===== config.mk =====
export PLATFORM = sky130hd
export DESIGN_NAME = rtc_bus_sequencer
export DESIGN_NICKNAME = d
export VERILOG_FILES = /design/src/rtl/rtc_bus_sequencer.sv
export SDC_FILE = /design/constraint.sdc
export NUM_CORES = 1
export LEC_CHECK = 0
export BUFFER_PORTS_ARGS = -buffer_cell sky130_fd_sc_hd__buf_2
export CORE_MARGIN = 4
export CORE_UTILIZATION = 45
export DETAILED_ROUTE_END_ITERATION = 6
export GPL_TIMING_DRIVEN = 0
export PLACE_DENSITY = 0.76
export SKIP_LAST_GASP = 1
export SLEW_MARGIN = 40
export SYNTH_ARGS = -nofsm -noshare
export SYNTH_HDL_FRONTEND = slang
export SYNTH_SLANG_ARGS = --single-unit

===== constraint.sdc =====
create_clock -name clk -period 2.5 [get_ports clk]
set_input_delay 0 -clock clk [delete_from_list [all_inputs] [get_ports clk]]
set_output_delay 0 -clock clk [all_outputs]
set_load 0.005 [all_outputs]

===== src/rtl/rtc_bus_sequencer.sv =====
// Multiplexed-bus master for the RTC: refreshes a register window into a shadow bank and serves writes.
// Each transaction is 2*(T_SETUP+T_PULSE+T_HOLD) clocks; a write requester holds wr_req until wr_ack.
module rtc_bus_sequencer #(
    parameter int         NUM_REGS  = 6,
    parameter logic [7:0] BASE_ADDR = 8'h21,
    parameter int         T_SETUP   = 2,
    parameter int         T_PULSE   = 4,
    parameter int         T_HOLD    = 2
) (
    input  logic                  clk,
    input  logic                  reset,
    input  logic                  refresh_en,
    input  logic                  wr_req,
    input  logic [7:0]            wr_addr,
    input  logic [7:0]            wr_data,
    output logic                  wr_ack,
    output logic                  cs_n,
    output logic                  rd_n,
    output logic                  wr_n,
    output logic                  a_d,
    output logic [7:0]            ad_out,
    output logic                  ad_oe,
    input  logic [7:0]            ad_in,
    output logic [8*NUM_REGS-1:0] shadow,
    output logic                  refresh_done,
    output logic                  busy
);
    localparam int            PW        = (NUM_REGS > 1) ? $clog2(NUM_REGS) : 1;
    localparam int            CW        = 16;
    localparam logic [CW-1:0] SETUP_LD  = CW'(T_SETUP - 1);
    localparam logic [CW-1:0] PULSE_LD  = CW'(T_PULSE - 1);
    localparam logic [CW-1:0] HOLD_LD   = CW'(T_HOLD - 1);
    localparam logic [PW-1:0] LAST_SLOT = PW'(NUM_REGS - 1);

    typedef enum logic [2:0] {
        IDLE, A_SET, A_STB, A_HLD, D_SET, D_STB, D_HLD
    } state_t;

    state_t                   state_q, state_d;
    logic [CW-1:0]            cnt_q, cnt_d;
    logic [PW-1:0]            ptr_q, ptr_d;
    logic                     is_wr_q, is_wr_d;
    logic [7:0]               addr_q, addr_d;
    logic [7:0]               data_q, data_d;
    logic                     wr_ack_q, wr_ack_d;
    logic                     refresh_done_q, refresh_done_d;
    logic [NUM_REGS-1:0][7:0] shadow_q, shadow_d;
    logic                     cnt_last;
    logic [7:0]               win_off;
    logic                     in_addr_ph;
    logic                     in_data_ph;

    assign cnt_last = (cnt_q == '0);
    // Offset relative to the window base; wraps mod 256 so windows crossing 8'hFF work.
    assign win_off  = addr_q - BASE_ADDR;

    always_comb begin
        state_d        = state_q;
        cnt_d          = cnt_q;
        ptr_d          = ptr_q;
        is_wr_d        = is_wr_q;
        addr_d         = addr_q;
        data_d         = data_q;
        wr_ack_d       = 1'b0;
        refresh_done_d = 1'b0;
        shadow_d       = shadow_q;

        if (state_q != IDLE && !cnt_last) begin
            cnt_d = cnt_q - 1'b1;
        end

        case (state_q)
            IDLE: begin
                // wr_req is still high in the ack cycle; that request was already served.
                if (wr_req && !wr_ack_q) begin
                    is_wr_d = 1'b1;
                    addr_d  = wr_addr;
                    data_d  = wr_data;
                    state_d = A_SET;
                    cnt_d   = SETUP_LD;
                end else if (refresh_en) begin
                    is_wr_d = 1'b0;
                    addr_d  = BASE_ADDR + 8'(ptr_q);
                    state_d = A_SET;
                    cnt_d   = SETUP_LD;
                end
            end
            A_SET: if (cnt_last) begin state_d = A_STB; cnt_d = PULSE_LD; end
            A_STB: if (cnt_last) begin state_d = A_HLD; cnt_d = HOLD_LD;  end
            A_HLD: if (cnt_last) begin state_d = D_SET; cnt_d = SETUP_LD; end
            D_SET: if (cnt_last) begin state_d = D_STB; cnt_d = PULSE_LD; end
            D_STB: begin
                if (cnt_last) begin
                    state_d = D_HLD;
                    cnt_d   = HOLD_LD;
                    if (!is_wr_q) begin
                        for (int i = 0; i < NUM_REGS; i++) begin
                            if (ptr_q == PW'(i)) shadow_d[i] = ad_in;
                        end
                    end
                end
            end
            D_HLD: begin
                if (cnt_last) begin
                    state_d = IDLE;
                    cnt_d   = '0;
                    if (is_wr_q) begin
                        wr_ack_d = 1'b1;
                        for (int i = 0; i < NUM_REGS; i++) begin
                            if (win_off == 8'(i)) shadow_d[i] = data_q;
                        end
                    end else if (ptr_q == LAST_SLOT) begin
                        ptr_d          = '0;
                        refresh_done_d = 1'b1;
                    end else begin
                        ptr_d = ptr_q + 1'b1;
                    end
                end
            end
            default: state_d = IDLE;
        endcase
    end

    always_ff @(posedge clk or negedge reset) begin
        if (!reset) begin
            state_q        <= IDLE;
            cnt_q          <= '0;
            ptr_q          <= '0;
            is_wr_q        <= 1'b0;
            addr_q         <= '0;
            data_q         <= '0;
            wr_ack_q       <= 1'b0;
            refresh_done_q <= 1'b0;
            shadow_q       <= '0;
        end else begin
            state_q        <= state_d;
            cnt_q          <= cnt_d;
            ptr_q          <= ptr_d;
            is_wr_q        <= is_wr_d;
            addr_q         <= addr_d;
            data_q         <= data_d;
            wr_ack_q       <= wr_ack_d;
            refresh_done_q <= refresh_done_d;
            shadow_q       <= shadow_d;
        end
    end

    // Bus pins decode straight from state so an async reset releases the bus at once.
    assign in_addr_ph   = (state_q == A_SET) || (state_q == A_STB) || (state_q == A_HLD);
    assign in_data_ph   = (state_q == D_SET) || (state_q == D_STB) || (state_q == D_HLD);
    assign cs_n         = (state_q == IDLE);
    assign a_d          = in_data_ph;
    assign wr_n         = !((state_q == A_STB) || ((state_q == D_STB) && is_wr_q));
    assign rd_n         = !((state_q == D_STB) && !is_wr_q);
    assign ad_oe        = in_addr_ph || (in_data_ph && is_wr_q);
    assign ad_out       = in_addr_ph ? addr_q : ((in_data_ph && is_wr_q) ? data_q : 8'h00);
    assign busy         = (state_q != IDLE);
    assign wr_ack       = wr_ack_q;
    assign refresh_done = refresh_done_q;
    assign shadow       = shadow_q;

endmodule


# == Word-level counts from Yosys, hierarchy flattened ==
# Index checks and enable logic that the tools add are counted.
# word_totals
register_bits,89
in_bits,28
output_inout_bits,64
wordCells,138
# classes
n_addsub,4
n_eq_ne,37
mux,47
bitwise,1
reduce_logical,35
# op_table
cell,count
$mux W48,4
$mux W8,16
$mux W16,6
$pmux W48 S2,1
$pmux W16 S4,1
$reduce_and A7 Y1,7
$ne A2 B2 Y1 const B,20
$mux W3,9
$pmux W3 S7,1
$eq A8 B2 Y1 const B,2
$eq A8 B3 Y1 const B,2
$logic_not A16 Y1,1
$sub A16 B1 Y16 const B,1
$eq A3 B3 Y1 const B,5
$eq A3 B2 Y1 const B,4
$mux W1,9
$eq A8 B1 Y1 const B,1
$logic_not A8 Y1,1
$sub A8 B6 Y8 const B,1
$add A6 B3 Y7 const A,1
$eq A3 B1 Y1 const B,2
$logic_not A3 Y1,2
$logic_or A1 B1 Y1,6
$logic_and A1 B1 Y1,5
10 further kinds,16

# == Longest topological paths before layout ==
# depth
depth_word,7
ltp_mapped,8
ltp_nobuf,7

# == Worst setup path before layout ==
# OpenSTA, ideal clock, no wires.
# synth_path
path_kind,reg-to-reg
from,register cnt_q[0]
to,register shadow_q (netlist bit shadow[32])
setup_time_ns,0.125
arrival_ns,2.660
t_required_ns,2.375
path_slack_ns,-0.285
path_stages_with_launch,9
path_buffers,1
period_less_slack_ns,2.785
cell_sequence,dfrtp_1 -> inv_1 -> ha_1 -> or4b_1 -> nor4_4 -> nand3_4 -> or3_1 -> buf_6 -> mux2_4
# synth_between
elab_chain_len,3
elab_cells_between_ends,4
cone_classes,2 x eq/ne; 2 x reduce/logical
# synth_lines
item,line_no,source
from (decl),40,"logic [CW-1:0] cnt_q, cnt_d;"
from (signal assigned),137,cnt_q <= cnt_d;
$logic_not A16 Y1 (*),53,assign cnt_last = (cnt_q == '0);
$ne A2 B2 Y1 (no source line),-,
$reduce_and A7 Y1 (no source line) (*),-,
to (signal assigned),144,shadow_q <= shadow_d;
to (decl),47,"logic [NUM_REGS-1:0][7:0] shadow_q, shadow_d;"
# Every way passes the cells marked *; elsewhere a longest branch is shown, timed or not.
# A chain may end at the register's enable or synchronous reset.

# == Final worst setup path ==
# layout_path
from,register cnt_q[11]
to,register shadow_q (netlist bit shadow[18])
# The elaborated chain is that of the path after synthesis.

==> impl_results.rst <==
.. list-table::
   :header-rows: 1

   * - Metric
     - Value
   * - Result of the run
     - finished, violations left
   * - Violated checks
     - negative setup slack
   * - Element type at the critical path start
     - register
   * - CP Capture Type
     - register
   * - Clock Root Buffer
     - sky130_fd_sc_hd__clkbuf_8
   * - GP Congestion
     - 0.877
   * - Critical path data required time
     - 2.75 ns
   * - Period minus WS final
     - 2.58 ns
   * - Proportion of layout cells with a drive suffix above 1
     - 40.4%
   * - Setup slack after placement
     - -0.657 ns
   * - Placed instance count
     - 623
   * - Critical-path maximum fanout
     - 6
   * - Clock buffer depth
     - 2
   * - Power Dens Cells
     - 915 nW/µm²
   * - Starting DRT DRC Count
     - 224
   * - Diodes inserted
     - 0
   * - CTS clk-pin slew, worst paths
     - 0.09 ns
   * - Synthesized area per cell
     - 10.9 µm²
   * - Count of different cell masters after synthesis
     - 47
   * - TritonCTS buffer count
     - 9
   * - GRT Total Usage
     - 21.5%
   * - Share of the core filled with cells
     - 63.0%
   * - Die area
     - 11300 µm²
   * - Height of the chip
     - 106 µm
   * - Number of nets with antenna violations after routing
     - 0
   * - Ys async rst share
     - 100%
   * - Largest clock skew in the final design
     - 0.00758 ns
   * - Final instance count without filler cells
     - 683
   * - Type of the setup path with the least slack
     - reg -> reg
   * - Actual slew at the worst max-slew pin
     - 0.711 ns
   * - Area added between synthesis and finish
     - 34.6%
   * - Detailed Place HPWL
     - 8020 µm
   * - Antenna violations before repair
     - 0
   * - Syn Std Cell Area
     - 4370 µm²
   * - Top-Level Pins
     - 92
   * - First-pass GRT wire length
     - 19100 µm
   * - Number of clock sinks
     - 89
   * - Width of the die
     - 106 µm
   * - Share of the clock period used by the worst path after layout
     - 103%
   * - Highest-delay cell along the critical path
     - sky130_fd_sc_hd__or4_4
   * - Post-layout nets
     - 584
   * - Number of failing hold endpoints at the final stage
     - 0
   * - Area share of the leading cell type in the synthesized netlist
     - 51.0%
   * - Ordered cell list for the critical path
     - or4_4 -> buf_6 -> nor4_4 -> buf_4 -> nand3_4 -> buf_6 -> nor3_4 -> buf_12 -> mux2_4
   * - DRT Pass-1 Iters
     - 5
   * - Worst-skew pair later-pin latency
     - 0.36 ns
   * - Number of enable-type register cells in the synthesized netlist
     - 0
   * - DRC violation count after routing
     - 0
   * - Highest ir drop seen on vdd
     - 0.000385 V
   * - Most repeated library cell on the critical path
     - sky130_fd_sc_hd__buf_6
   * - Vias per cell
     - 5.43
   * - Leading post-synthesis cells by cell area
     - sky130_fd_sc_hd__dfrtp_1 51%, sky130_fd_sc_hd__mux2_2 12%, sky130_fd_sc_hd__nand2_1 5.0%
   * - Core area
     - 9330 µm²
   * - Max Slew Vio Count
     - 0
   * - Worst setup margin
     - -0.0845 ns
   * - PortBufs
     - 91
   * - Static power due to leakage
     - 2.83 nW
   * - Total Wirelength
     - 12200 µm
   * - RSZ-0062 raised after global routing
     - yes
   * - Standard cell area after detailed placement
     - 5120 µm²
   * - Top_reg_cell synth
     - sky130_fd_sc_hd__dfrtp_1
   * - CTS tree
     - yes
   * - Part of the Yosys area used for sequential elements
     - 51.0%
   * - Final setup violating endpoints
     - 38
   * - Register bit total from synthesis
     - 89
   * - Synth Warn #
     - 0
   * - Pin count of the biggest net entering global routing
     - 61
   * - Dominant cell type by area after synthesis
     - sky130_fd_sc_hd__dfrtp_1
   * - Overall power
     - 5.38 mW
   * - Post-Synthesis Cells
     - 402
   * - Arrival time at the worst endpoint
     - 2.84 ns
   * - Number of maximum-capacitance violations
     - 0
   * - Tightest hold margin
     - 0.0669 ns
   * - Maximum clock frequency
     - 387 MHz
   * - Wire length per cell
     - 17.8 µm
   * - Rel. slew slack
     - 52.6%
   * - Total via count after detailed routing
     - 3708
   * - Count of standard-cell rows
     - 35
   * - Largest stage delay on the critical path
     - 0.54 ns
   * - Final design instance area without fill
     - 5880 µm²
   * - Setup_tns
     - -2.24 ns
   * - Post-Syn Nets
     - 437
   * - H-tree levels
     - 3
   * - Min-delay worst type
     - in -> async
   * - GRT Residual Overflow
     - 0
   * - Initial core utilization
     - 46.8%
   * - Vias in the first global route
     - 3661
-- metal layers --
layer | up-vias | track usage (%) | part of all wire (%)
li1 | 1725 | - | -
met1 | 1818 | 27.3 | 40
met2 | 128 | 36.3 | 51
met3 | 37 | 3.83 | 5.4
met4 | 0 | 9.22 | 3.2
met5 | - | 0 | 0
-- logic make-up after synthesis --
kind of cell               Yosys count  synth area share, %
buffers and inverters               28                 2.61
DFF                                 89                 51.0
muxes                               59                 15.8
AOI/OAI and AO/OA                   66                 9.66
adders and majority gates            7                 2.01
and+or+nand+nor                    143                 16.9
xor gates and xnor gates            10                 2.01
-- power by group --
part	total, mW	leakage (nW)	internal [mW]	switching (mW)
clock	0.965	0.0997	0.391	0.574
sequential	2.10	1.15	1.79	0.315
combinational	2.31	1.58	1.09	1.22
-- cell usage after synthesis (3+ instances only) --
library cell and number:
sky130_fd_sc_hd__nor3_4 3, sky130_fd_sc_hd__nor4_1 5, sky130_fd_sc_hd__mux2i_1 3, sky130_fd_sc_hd__clkbuf_1 17, sky130_fd_sc_hd__ha_1 7, sky130_fd_sc_hd__a31oi_1 3
sky130_fd_sc_hd__mux2_2 48, sky130_fd_sc_hd__a21oi_1 17, sky130_fd_sc_hd__nor3_1 15, sky130_fd_sc_hd__nor2b_1 3, sky130_fd_sc_hd__inv_1 8, sky130_fd_sc_hd__o21ai_0 19
sky130_fd_sc_hd__o22ai_1 9, sky130_fd_sc_hd__or2_2 3, sky130_fd_sc_hd__mux2_4 8, sky130_fd_sc_hd__nand3_1 7, sky130_fd_sc_hd__nand2_1 58, sky130_fd_sc_hd__xnor2_1 10
sky130_fd_sc_hd__or3_1 6, sky130_fd_sc_hd__nor2_1 25, sky130_fd_sc_hd__dfrtp_1 89, sky130_fd_sc_hd__a211oi_1 3, sky130_fd_sc_hd__a32o_1 3, sky130_fd_sc_hd__or4_1 3
-- worst max-delay path, delay by kind of cell (launching register included) --
family                 cells  cell delay [ns]
buffers and inverters      4             0.67
DFF                        1             0.41
muxes                      1             0.29
and+or+nand+nor            4             1.09
-- what timing repair did --
action                                  CTS  global route
hold buffers                             17             0
hold endpoints to repair                105             0
gates resized for setup                  18            19
endpoints found under the setup margin   76            78
pin swaps                                 8            10
buffers inserted                         22             9
gates cloned                              0             0
-- area by class of cell --
class	count	area, µm²
tap	129	161
multi-input combinational	285	2220
clock buffer	9	124
timing repair buffer	140	968
inverter	8	30.0
buffer	16	72.6
fill	716	3450
sequential	89	2230
clock inverter	7	68.8
-- sequential cells by signal, summed over array words and instances (netlist names), 3 cells and up --
register / count
addr_q: 8
cnt_q: 16
data_q: 8
ptr_q: 3
shadow: 48
state_q: 3
-- final timing paths --
path,startpoint,to,slack [ns],depth (start not counted)
setup / recovery,cnt_q[11]$_DFF_PN0_,shadow[18]$_DFFE_PN0P_,-0.08,9
hold / removal,reset,cnt_q[3]$_DFF_PN0_,0.07,2
setup reg to reg,cnt_q[11]$_DFF_PN0_,shadow[18]$_DFFE_PN0P_,-0.08,9
hold reg to reg,shadow[16]$_DFFE_PN0P_,shadow[16]$_DFFE_PN0P_,0.51,1
max in group asynchronous,reset,shadow[9]$_DFFE_PN0P_,1.86,3
min in group clk,ad_in[5],shadow[13]$_DFFE_PN0P_,0.11,4
-- placed cells by master, fill, tap and decap left out, types with 3 or more instances in the layout --
master and n:
sky130_fd_sc_hd__buf_2 90, sky130_fd_sc_hd__dfrtp_1 89, sky130_fd_sc_hd__nand2_1 57, sky130_fd_sc_hd__mux2_4 40, sky130_fd_sc_hd__nor2_1 24, sky130_fd_sc_hd__buf_4 20
sky130_fd_sc_hd__o21ai_0 17, sky130_fd_sc_hd__a21oi_1 17, sky130_fd_sc_hd__dlygate4sd3_1 17, sky130_fd_sc_hd__mux2_2 16, sky130_fd_sc_hd__clkbuf_1 12, sky130_fd_sc_hd__nor3_1 12
sky130_fd_sc_hd__xnor2_1 10, sky130_fd_sc_hd__buf_6 9, sky130_fd_sc_hd__o22ai_1 9, sky130_fd_sc_hd__clkbuf_8 9, sky130_fd_sc_hd__nand3_1 7, sky130_fd_sc_hd__inv_1 6
sky130_fd_sc_hd__ha_1 6, sky130_fd_sc_hd__or3_1 5, sky130_fd_sc_hd__nor4_1 4, sky130_fd_sc_hd__nor3_4 4, sky130_fd_sc_hd__buf_12 4, sky130_fd_sc_hd__nor2b_1 3
sky130_fd_sc_hd__a31oi_1 3, sky130_fd_sc_hd__or2_2 3, sky130_fd_sc_hd__mux2i_1 3, sky130_fd_sc_hd__a32o_1 3, sky130_fd_sc_hd__inv_8 3, sky130_fd_sc_hd__clkinv_4 3
Power figures use the tool's default switching activity.
